### src/rtl/lcd_pkg.sv
// Shared definitions for the LCD FIFO printer: opcodes, command-word fields, FSM states.
package lcd_pkg;

  localparam int unsigned WORD_W   = 32;
  localparam int unsigned ARG_W    = 24;
  localparam int unsigned LCD_DW   = 16;
  localparam int unsigned OP_HI    = 31;
  localparam int unsigned OP_LO    = 30;
  localparam int unsigned BL_BIT   = 24;
  localparam int unsigned RSTP_BIT = 25;

  localparam logic [1:0] OP_CMD   = 2'b00;
  localparam logic [1:0] OP_DATA  = 2'b01;
  localparam logic [1:0] OP_DELAY = 2'b10;
  localparam logic [1:0] OP_CTRL  = 2'b11;

  typedef enum logic [2:0] {
    ST_IDLE,
    ST_FETCH,
    ST_SETUP,
    ST_WRLO,
    ST_WRHI,
    ST_WAIT
  } state_e;

endpackage

### src/rtl/lcd_cycle_timer.sv
// Loadable down-counter with a done flag; paces the write strobe phases and delays.
module lcd_cycle_timer #(
  parameter int unsigned CNT_W = 24
) (
  input  logic             clk,
  input  logic             rst,
  input  logic             load,
  input  logic [CNT_W-1:0] load_val,
  input  logic             dec,
  output logic             done_c
);

  logic [CNT_W-1:0] cnt_q, cnt_d;

  always_comb begin
    cnt_d = cnt_q;
    if (load) begin
      cnt_d = load_val;
    end else if (dec && (cnt_q != '0)) begin
      cnt_d = cnt_q - CNT_W'(1);
    end
  end

  always_ff @(posedge clk) begin
    if (rst) cnt_q <= '0;
    else     cnt_q <= cnt_d;
  end

  // Phase ends in the cycle the count shows 1, so a load of N spans N cycles.
  assign done_c = (cnt_q <= CNT_W'(1));

endmodule

### src/rtl/lcd_fifo_printer.sv
// Pops command words from the FIFO and plays them out on the LCD 8080 bus,
// as register/data writes, timed delays, or backlight / panel-reset control.
module lcd_fifo_printer
  import lcd_pkg::*;
#(
  parameter int unsigned WR_LOW_CYC  = 2,
  parameter int unsigned WR_HIGH_CYC = 2,
  parameter int unsigned CNT_W       = 24
) (
  input  logic              clk,
  input  logic              rst,
  input  logic              rempty,
  input  logic [WORD_W-1:0] rdata,
  output logic              rinc,
  output logic              busy,
  output logic              LCD_CS,
  output logic              LCD_RS,
  output logic              LCD_WR,
  output logic              LCD_RD,
  output logic              LCD_RST,
  output logic              LCD_BL,
  output logic [LCD_DW-1:0] LCD_DATA
);

  state_e            state_q, state_d;
  logic              fetch_ph_q, fetch_ph_d;
  logic              rinc_q, rinc_d;
  logic              busy_q, busy_d;
  logic              cs_q, cs_d;
  logic              rs_q, rs_d;
  logic              wr_q, wr_d;
  logic              lrst_q, lrst_d;
  logic              bl_q, bl_d;
  logic [LCD_DW-1:0] data_q, data_d;

  logic              tmr_load;
  logic [CNT_W-1:0]  tmr_val;
  logic              tmr_dec;
  logic              tmr_done_c;

  logic [1:0]        op_c;
  logic [ARG_W-1:0]  arg_c;
  logic              unused_rsvd;

  assign op_c        = rdata[OP_HI:OP_LO];
  assign arg_c       = rdata[ARG_W-1:0];
  assign unused_rsvd = ^rdata[29:26];

  lcd_cycle_timer #(.CNT_W(CNT_W)) u_timer (
    .clk      (clk),
    .rst      (rst),
    .load     (tmr_load),
    .load_val (tmr_val),
    .dec      (tmr_dec),
    .done_c   (tmr_done_c)
  );

  always_comb begin
    state_d    = state_q;
    fetch_ph_d = 1'b0;
    rinc_d     = 1'b0;
    cs_d       = cs_q;
    rs_d       = rs_q;
    wr_d       = wr_q;
    lrst_d     = lrst_q;
    bl_d       = bl_q;
    data_d     = data_q;
    tmr_load   = 1'b0;
    tmr_val    = '0;
    tmr_dec    = 1'b0;

    case (state_q)
      ST_IDLE: begin
        if (!rempty) begin
          rinc_d  = 1'b1;
          state_d = ST_FETCH;
        end
      end
      // First FETCH cycle lets the FIFO register the popped word onto rdata.
      ST_FETCH: begin
        if (!fetch_ph_q) begin
          fetch_ph_d = 1'b1;
        end else begin
          state_d = ST_IDLE;
          case (op_c)
            OP_CMD, OP_DATA: begin
              rs_d    = (op_c == OP_DATA);
              data_d  = arg_c[LCD_DW-1:0];
              cs_d    = 1'b0;
              state_d = ST_SETUP;
            end
            OP_DELAY: begin
              if (arg_c != '0) begin
                tmr_load = 1'b1;
                tmr_val  = CNT_W'(arg_c);
                state_d  = ST_WAIT;
              end
            end
            default: begin
              bl_d = rdata[BL_BIT];
              if (rdata[RSTP_BIT] && (arg_c != '0)) begin
                lrst_d   = 1'b0;
                tmr_load = 1'b1;
                tmr_val  = CNT_W'(arg_c);
                state_d  = ST_WAIT;
              end
            end
          endcase
        end
      end
      ST_SETUP: begin
        wr_d     = 1'b0;
        tmr_load = 1'b1;
        tmr_val  = CNT_W'(WR_LOW_CYC);
        state_d  = ST_WRLO;
      end
      ST_WRLO: begin
        if (tmr_done_c) begin
          wr_d     = 1'b1;
          tmr_load = 1'b1;
          tmr_val  = CNT_W'(WR_HIGH_CYC);
          state_d  = ST_WRHI;
        end else begin
          tmr_dec = 1'b1;
        end
      end
      ST_WRHI: begin
        if (tmr_done_c) begin
          cs_d    = 1'b1;
          state_d = ST_IDLE;
        end else begin
          tmr_dec = 1'b1;
        end
      end
      ST_WAIT: begin
        if (tmr_done_c) begin
          lrst_d  = 1'b1;
          state_d = ST_IDLE;
        end else begin
          tmr_dec = 1'b1;
        end
      end
      default: state_d = ST_IDLE;
    endcase

    busy_d = (state_d != ST_IDLE);
  end

  always_ff @(posedge clk) begin
    if (rst) begin
      state_q    <= ST_IDLE;
      fetch_ph_q <= 1'b0;
      rinc_q     <= 1'b0;
      busy_q     <= 1'b0;
      cs_q       <= 1'b1;
      rs_q       <= 1'b0;
      wr_q       <= 1'b1;
      lrst_q     <= 1'b1;
      bl_q       <= 1'b0;
      data_q     <= '0;
    end else begin
      state_q    <= state_d;
      fetch_ph_q <= fetch_ph_d;
      rinc_q     <= rinc_d;
      busy_q     <= busy_d;
      cs_q       <= cs_d;
      rs_q       <= rs_d;
      wr_q       <= wr_d;
      lrst_q     <= lrst_d;
      bl_q       <= bl_d;
      data_q     <= data_d;
    end
  end

  assign rinc     = rinc_q;
  assign busy     = busy_q;
  assign LCD_CS   = cs_q;
  assign LCD_RS   = rs_q;
  assign LCD_WR   = wr_q;
  assign LCD_RD   = 1'b1;
  assign LCD_RST  = lrst_q;
  assign LCD_BL   = bl_q;
  assign LCD_DATA = data_q;

endmodule

### config.mk
export PLATFORM = sky130hd
export DESIGN_NAME = lcd_fifo_printer
export DESIGN_NICKNAME = d
export VERILOG_FILES = /design/src/rtl/lcd_pkg.sv /design/src/rtl/lcd_cycle_timer.sv /design/src/rtl/lcd_fifo_printer.sv
export SDC_FILE = /design/constraint.sdc
export NUM_CORES = 1
export LEC_CHECK = 0
export CORE_MARGIN = 4
export CORE_UTILIZATION = 55
export CTS_CLUSTER_DIAMETER = 30
export DETAILED_ROUTE_END_ITERATION = 8
export PLACE_DENSITY = 0.94
export SETUP_SLACK_MARGIN = 0.15
export SYNTH_ARGS = -nofsm -noshare
export SYNTH_HDL_FRONTEND = slang
export SYNTH_SLANG_ARGS = --single-unit
### constraint.sdc
create_clock -name clk -period 5.52 [get_ports clk]
set_input_delay 1.104 -clock clk [delete_from_list [all_inputs] [get_ports clk]]
set_output_delay 1.104 -clock clk [all_outputs]
set_load 0.1 [all_outputs]
# After elaboration in Yosys (flattened, before gate mapping)
# Cells that the tools add are included.
dict set report word_totals {
  output_inout_bits 24
  mem_bits_rw 0
  latch_bits 0
  ff_bits 51
  n_memories 0
  mem_bits_ro 0
}
dict set report classes {
  eq_ne 14
  div 0
  order_cmp 1
  muxes 35
  bitwise 3
  addsub 1
  mul 0
  n_shift 0
  n_reduce_logical 22
}
# op count
set op_table {}
lappend op_table {{$mux 24} 5}
lappend op_table {{$pmux 24 s3} 1}
lappend op_table {{$pmux 24 s2} 1}
lappend op_table {{$reduce_bool 24->1} 2}
lappend op_table {{$le 24x1->1 const B} 1}
lappend op_table {{$sub 24x1->24 const B} 1}
lappend op_table {{$mux 3} 6}
lappend op_table {{$pmux 3 s5} 1}
lappend op_table {{$mux 1} 14}
lappend op_table {{$ne 2x2->1 const B} 7}
lappend op_table {{$pmux 1 s2} 4}
lappend op_table {{$reduce_bool 2->1} 4}
lappend op_table {{$reduce_or 2->1} 4}
lappend op_table {{$eq 3x2->1 const B} 2}
lappend op_table {{$eq 3x3->1 const B} 2}
lappend op_table {{$pmux 3 s2} 1}
lappend op_table {{$reduce_and 3->1} 2}
lappend op_table {{$reduce_or 3->1} 2}
lappend op_table {{$reduce_and 5->1} 1}
lappend op_table {{$reduce_and 4->1} 1}
lappend op_table {{$eq 3x1->1 const B} 1}
lappend op_table {{$logic_not 3->1} 1}
lappend op_table {{$not 1->1} 3}
lappend op_table {{$pmux 1 s3} 1}
lappend op_table {{other kinds (7)} 8}

# Depth between registers and ports, before layout
# Gate-level depths: netlist of run 1.
dict set report depth {
  ltp_word 7
  depth_mapped 11
  ltp_nobuf 8
}

# By module
# A second synthesis of run 1 with hierarchy kept.
dict set report unflattened {
  hier_cells 355
  hier_area_um2 2906.5
}
# mod area_per_inst_um2 cells_per_inst instances
set by_module_without_submodules {}
lappend by_module_without_submodules {lcd_cycle_timer 1569.0 183 1}
lappend by_module_without_submodules {lcd_fifo_printer 1337.5 172 1}

# Least setup slack after synthesis of run 1
# No wires, ideal clock.
dict set report synth_timing {
  path_kind {input-to-reg}
  from {in rdata[6]}
  to {reg u_timer.cnt_q[12]}
  path_buffers 3
  setup_time_ns 0.140
  path_stages 9
  arrival_ns 2.667
  path_slack_ns 2.713
  path_cell_list {nor4_1 nand4_1 o21a_1 buf_4 or3_1 buf_4 buf_6 a21oi_1 nor3_2}
}
dict set report synth_between {
  elab_chain_len 7
}
# element line
set synth_rtl {}
lappend synth_rtl {{from (decl)} lcd_fifo_printer.sv:13} ;# input logic [WORD_W-1:0] rdata,
lappend synth_rtl {{$reduce_bool 24->1 (*)} {lcd_fifo_printer.sv:93, lcd_fifo_printer.sv:101}}
lappend synth_rtl {{$logic_and 1x1->1} lcd_fifo_printer.sv:101} ;# if (rdata[RSTP_BIT] && (arg_c != '0)) begin
lappend synth_rtl {{$mux 24 or $mux 1 (tied branches)} lcd_fifo_printer.sv:101}
lappend synth_rtl {{$pmux 24 s2 or $pmux 1 s2 (tied branches)} lcd_fifo_printer.sv:85} ;# case (op_c)
lappend synth_rtl {{$mux 24 or $mux 1 (tied branches)} lcd_fifo_printer.sv:81} ;# if (!fetch_ph_q) begin
lappend synth_rtl {{$pmux 24 s3 or $pmux 1 s3 (tied branches)} lcd_fifo_printer.sv:72} ;# case (state_q)
lappend synth_rtl {{$mux 24 or $reduce_bool 2->1 (tied branches)} n/a}
lappend synth_rtl {{to (signal assigned)} lcd_cycle_timer.sv:26} ;# else cnt_q <= cnt_d;
lappend synth_rtl {{to (decl)} lcd_cycle_timer.sv:13} ;# logic [CNT_W-1:0] cnt_q, cnt_d;
# Every way passes the cells marked *; elsewhere a longest branch is shown, timed or not.
# A chain may end at the register's enable or synchronous reset.

# Final worst setup path of run 1
# Same ends and word-level chain as after synthesis.

==> results.py, run 1 <==
metrics = {
    "outcome": {
        "status": "complete, no violations",
    },
    "flow_run": {
        "cap_violations": 0,
    },
    "worst_hold_path": {
        "hold_start": "LCD_DATA[11]",
        "hold_end": "LCD_DATA[11]",
        "hold_path_depth": 2,
        "hold_class": "reg2reg",
    },
    "sta": {
        "fin_setup_tns_ns": 0,
        "slew_headroom_pct": 24.7,
        "timing.final.hold_violations": 0,
        "max_freq_mhz": 281,
        "worst_slack_ns": 1.96,
        "drv_slew": 0,
        "setup_viol": 0,
        "finClkSkew_ns": 0.00421,
        "min_period_over_period_pct": 64.5,
        "min_period_ns": 3.56,
        "tightest_slew_ns": 1.12,
        "rsz0062_at_grt": "false",
    },
    "clocking": {
        "ctsHtreeMaxLevel": 2,
        "clock-sinks": 51,
        "post_cts_buffers": 0,
        "clkTransAtPathRegs_ns": 0.09,
        "cts-buffers-inserted": 5,
        "cts_tree": "yes",
        "cts_resized": 0,
        "cts_hold_buffers": 0,
        "clk_latency_ns": 0.31,
        "clockBufferDepth": 2,
        "root_buffer": "clkbuf_8",
    },
    "setup_path": {
        "arrival_ns": 3.74,
        "crit_fanout": 17,
        "rr_endpoint": "u_timer.cnt_q[3]",
        "path_class": "in2reg",
        "crit_path_top_delay_cell": "or3_1",
        "crit_required_ns": 5.70,
        "crit_start": "rdata[6]",
        "r2r_setup_slack_ns": 2.54,
        "crit_path_cell_trace": "clkdlybuf4s50_1, nor4_1, nand4_1, o21a_1, or3_1, a21oi_1, nor3_2",
        "crit_buf_inv": 1,
        "r2r_start": "u_timer.cnt_q[0]",
        "crit_path_end_kind": "flop",
        "critPathTopFamily": "simple AND/OR/NAND/NOR gates",
        "start_kind": "primary input",
        "r2r_cells": 8,
        "cpPeakStageDelay_ns": 0.73,
    },
    "floorplan": {
        "ios": 59,
        "rows": 25,
        "coreArea_um2": 4850,
        "die-area_um2": 6330,
        "die_h_um": 79.6,
        "die_w_um": 79.6,
        "start_util_pct": 58.1,
    },
    "yosys": {
        "synth_compound_area_share_pct": 27.4,
        "syn_avg_cell_area_um2": 7.96,
        "synth_flop_cell": "dfxtp_1",
        "synth_top_family_by_area": "simple AND/OR/NAND/NOR gates",
        "yosysSeqAreaShare_pct": 36.3,
        "postSynthNetCount": 391,
        "yosysUniqueCellTypes": 58,
        "synthTopCellsByArea": "dfxtp_1 36%, a21oi_1 7.8%, nand2_1 7.3%",
        "synth.most_common_cell": "nand2_1",
        "yosys.area.top_type": "dfxtp_1",
        "netlist.area_leader.share_pct": 36.3,
        "synth_xor_area_share_pct": 0.311,
        "synth.area.mux_share_pct": 0.355,
        "synth_commonest_cells": "55 x nand2_1, 51 x dfxtp_1, 44 x a21oi_1",
        "netlist_instances": 354,
        "yosys_warnings": 0,
        "yosys.area_share.simple_pct": 29.6,
        "syn_area_um2": 2820,
        "synth_adder_area_share_pct": 0.888,
        "synth_edf_count": 0,
        "ys_ff_latch": 51,
        "synthArstFlopShare_pct": 0,
    },
    "drt": {
        "drt_iter0_drc": 377,
        "via_count": 2942,
        "drc_errors": 0,
        "wl_um": 7800,
        "first_pass_iters": 5,
        "routedWlPerCell_um": 17.0,
        "postRouteAntennaNets": 0,
        "via_per_inst": 6.40,
    },
    "global_route": {
        "grt_max_degree": 53,
        "grt-ovfl-total": 0,
        "globalRouteTotalUtil_pct": 24.7,
        "grt_pass1_wl_um": 12600,
        "antenna_found_initial": 0,
        "first_global_vias": 2705,
    },
    "power": {
        "vdd_drop_max_uv": 168,
        "p_leak_nw": 1.27,
        "power_density_nw_per_um2": 325,
    },
    "place": {
        "portBuffers": 53,
        "dpl-instance-area_um2": 3340,
        "gp_congestion": 0.884,
        "dp_hpwl_um": 5510,
        "place_ws_ns": 1.72,
    },
    "layout": {
        "antennaDiodeCount": 0,
        "fin_nets": 430,
        "fin_area_um2": 3440,
        "areaGrowthSynthToFinish_pct": 22.3,
        "drive_above_1_share_pct": 8.91,
    },
}
==> metrics by stage <==
stage	utilization (%)	instances	hold slack [ns]	total power, mW
2_1_floorplan	-	354	0.424	0.758
3_3_place_gp	68.9	453	0.441	0.842
3_5_place_dp	68.9	453	0.446	0.860
4_1_cts	71.0	460	0.458	1.11
5_1_grt	71.0	460	0.471	1.17
6_report	71.0	460	0.456	1.12
==> cell usage in the layout (no fill, tap or decap), drive strengths merged, types with 2 or more instances in the layout <==
cell | synthesis | routed
a221oi | 3 | 3
nor4 | 12 | 12
clkbuf | 14 | 6
a22oi | 14 | 14
o21bai | 2 | 2
o211ai | 2 | 2
nor3b | 2 | 2
a21oi | 44 | 44
o21ai | 10 | 10
or4 | 3 | 3
nor2 | 21 | 21
nand2b | 3 | 3
a22o | 3 | 3
a21o | 13 | 13
o21a | 3 | 3
buf | 11 | 5
clkdlybuf4s50 | 0 | 52
or2 | 2 | 2
dfxtp | 51 | 51
nand3 | 13 | 13
or3 | 3 | 3
o31ai | 2 | 2
inv | 6 | 6
nand2 | 55 | 55
a31oi | 2 | 2
nor3 | 19 | 19
nor4b | 2 | 2
nand4 | 9 | 9
ha | 2 | 2
nor2b | 3 | 3
a211oi | 7 | 7
==> cell families after synthesis <==
logic type,Yosys count
flip-flops,51
adder cells (fa/ha/maj),2
multiplexers,1
AND/OR/NAND/NOR,152
other,1
buffers and inverters,31
XOR/XNOR,1
AO/OA/AOI/OAI,115
==> layer usage <==
layer / routed length, um / vias to the layer above / GRT usage [%]
met4: 238 / 0 / 9.97
met2: 3690 / 159 / 40.1
met5: 0 / - / 0
li1: - / 1383 / -
met1: 3270 / 1369 / 31.8
met3: 604 / 31 / 5.19
==> flip-flops by register name, indices dropped and copies added, names as in the netlist <==
name,cells
LCD_RS,1
state_q,3
LCD_WR,1
LCD_DATA,16
u_timer.cnt_q,24
rinc,1
LCD_RST,1
fetch_ph_q,1
LCD_CS,1
LCD_BL,1
busy,1
==> how the worst max path moves through the flow <==
stage,to,depth (start not counted)
2_1_floorplan,u_timer.cnt_q[12],9
5_1_grt,u_timer.cnt_q[15],7
3_3_place_gp,u_timer.cnt_q[9],7
3_5_place_dp,u_timer.cnt_q[9],7
6_report,u_timer.cnt_q[12],7
4_1_cts,u_timer.cnt_q[9],7
==> layout make-up <==
| class | count | area [um^2] |
|---|---|---|
| tap | 67 | 83.8 |
| timing repair buffer | 57 | 556 |
| multi-input combinational | 272 | 1660 |
| sequential | 51 | 1020 |
| inverter | 6 | 22.5 |
| clock inverter | 1 | 30.0 |
| clock buffer | 6 | 72.6 |
| fill | 406 | 1410 |
==> worst register-to-register path, cell delays in order (launching register included) <==
cell,delay [ns]
dfxtp_1,0.42
inv_1,0.09
ha_1,0.26
o21bai_1,0.30
nor4_4,0.07
a21boi_2,0.66
or3_1,0.67
a21oi_1,0.15
a211oi_1,0.27
==> power by group <==
| part | internal (mW) | switching, mW |
|---|---|---|
| clock network | 0.133 | 0.123 |
| registers | 0.389 | 0.0259 |
| logic | 0.179 | 0.270 |
Power figures use the tool's default switching activity.
==> inputs of run 2 (changes only) <==
Settings changed: CORE_UTILIZATION 55 to 51, PLACE_DENSITY 0.94 to 0.89.
Clock period 5.52 ns to 3.5 ns, I/O delays scaled along.
==> run 2 against run 1 <==
Cell count rose by 2.4%. First-iteration DRC count fell by 24%. Die area rose by 7.0%. Cell area rose by 1.5%. Sequential power rose by 58%. Via count fell by 0.99%. Register-to-register slack got worse by 1.7 ns. Combinational power rose by 59%. Largest cell class unchanged. Largest power group unchanged. Highest routed layer unchanged.
==> results.py, run 2 (synthesis results as in run 1) <==
metrics = {
    "outcome": {
        "status": "complete, no violations",
    },
    "place": {
        "gp_congestion": 0.928,
        "portBuffers": 53,
        "dp_hpwl_um": 5580,
    },
    "setup_path": {
        "crit_path_top_delay_cell": "clkdlybuf4s50_1",
        "start_kind": "primary input",
        "crit_fanout": 13,
        "crit_required_ns": 3.72,
        "path_class": "in2reg",
        "arrival_ns": 3.05,
        "crit_path_end_kind": "flop",
        "crit_path_cell_trace": "clkdlybuf4s50_1, nor4_1, nand4_1, o21a_1, buf_4, nor2_1, buf_4, o21ai_0, a211oi_1",
        "cpPeakStageDelay_ns": 0.48,
        "cp_common_cell": "buf_4",
    },
    "clocking": {
        "clock-sinks": 51,
        "cts_resized": 0,
        "cts-buffers-inserted": 5,
        "root_buffer": "clkbuf_8",
        "clockBufferDepth": 2,
        "cts_hold_buffers": 0,
        "post_cts_buffers": 0,
        "ctsHtreeMaxLevel": 2,
        "clk_latency_ns": 0.31,
        "cts_tree": "yes",
        "clkTransAtPathRegs_ns": 0.09,
    },
    "layout": {
        "final_common_cell": "nand2_1",
        "largest_register": "u_timer.cnt_q",
        "drive_above_1_share_pct": 11.0,
        "areaGrowthSynthToFinish_pct": 24.1,
        "antennaDiodeCount": 0,
        "fin_nets": 437,
        "largest_reg_flops": 24,
        "final_cell_mix": "55 x nand2_1, 52 x clkdlybuf4s50_1, 51 x dfxtp_1",
        "fillerInstances": 447,
    },
    "power": {
        "p_leak_nw": 1.30,
        "power_density_nw_per_um2": 494,
        "vdd_drop_max_uv": 301,
        "report.power.total_mw": 1.73,
    },
    "global_route": {
        "first_global_vias": 2613,
        "antenna_found_initial": 0,
        "grt-ovfl-total": 0,
        "grtUsageMet1_pct": 31.8,
        "grt_max_degree": 45,
        "globalRouteTotalUtil_pct": 23.2,
        "use_met3_pct": 4.23,
        "met2_usage_pct": 36.2,
        "grt-busiest-layer": "met2",
        "grt_pass1_wl_um": 12400,
    },
    "floorplan": {
        "die_w_um": 82.3,
        "ios": 59,
        "rows": 26,
        "coreArea_um2": 5240,
        "start_util_pct": 53.8,
        "die-area_um2": 6780,
        "die_h_um": 82.3,
    },
    "sta": {
        "slew_headroom_pct": 34.4,
        "setup_viol": 0,
        "min_period_ns": 2.83,
        "min_period_over_period_pct": 80.8,
        "fin_setup_tns_ns": 0,
        "rsz0062_at_grt": "false",
        "tightest_slew_ns": 0.982,
        "finClkSkew_ns": 0.00769,
        "timing.final.hold_violations": 0,
        "drv_slew": 0,
        "max_freq_mhz": 354,
    },
    "drt": {
        "postRouteAntennaNets": 0,
        "wl_um": 7620,
        "drc_errors": 0,
        "via_count": 2913,
        "first_pass_iters": 5,
        "via_per_inst": 6.18,
        "drt_iter0_drc": 288,
        "routedWlPerCell_um": 16.2,
    },
    "flow_run": {
        "cap_violations": 0,
    },
    "worst_hold_path": {
        "hold_class": "reg2reg",
    },
}
-- run 2: cell types whose count changed in the layout (fill, tap and decap cells not counted), sizes merged --
cell	previous run	this run
buf	5	12
bufinv	1	0
clkinv	0	1
clkinvlp	0	1
-- run 2: through the flow --
stage	util (%)	hold slack, ns	instances	setup WS [ns]	area [um^2]
finish	66.7	0.459	471	0.672	3500
global placement	64.9	0.438	463	0.410	3400
CTS	66.7	0.461	471	0.703	3500
detailed placement	64.9	0.447	463	0.376	3400
global route	66.7	0.477	471	0.537	3500
floorplan	-	0.424	354	1.10	2820
-- run 2: layout make-up --
cell class	instances	area (um^2)	area share (%)
Multi-Input combinational cell	272	1660	47.4
Inverter	6	22.5	0.644
Timing Repair Buffer	64	608	17.4
Sequential cell	51	1020	29.2
Clock inverter	2	16.3	0.465
Clock buffer	6	82.6	2.36
Tap cell	70	87.6	2.51
-- run 2: path summary, 6_finish.rpt --
kind              cells after the start              from               end  slack (ns)
setup / recovery                      9          rdata[6]  u_timer.cnt_q[2]        0.67
hold / removal                        1        fetch_ph_q        fetch_ph_q        0.46
setup reg to reg                      9  u_timer.cnt_q[0]  u_timer.cnt_q[2]        0.85
hold reg to reg                       1        fetch_ph_q        fetch_ph_q        0.46
-- run 2: critical path: cells and delay by family --
| family | cells | cell delay (ns) |
|---|---|---|
| AO/OA/AOI/OAI | 3 | 0.61 |
| AND/OR/NAND/NOR | 3 | 0.84 |
| buffers and inverters | 3 | 0.88 |
-- run 2: layer usage --
| layer | part of all wire, % | vias to the layer above |
|---|---|---|
| met4 | 2.1 | 0 |
| met2 | 46 | 145 |
| li1 | - | 1396 |
| met3 | 7.7 | 20 |
| met1 | 44 | 1352 |
| met5 | 0 | - |
-- run 2: report_power, final --
group	internal [mW]	total (mW)	leakage, nW	switching [mW]
Clock	0.162	0.360	0.0474	0.199
Combinational	0.291	0.713	0.839	0.422
Sequential	0.613	0.653	0.413	0.0400
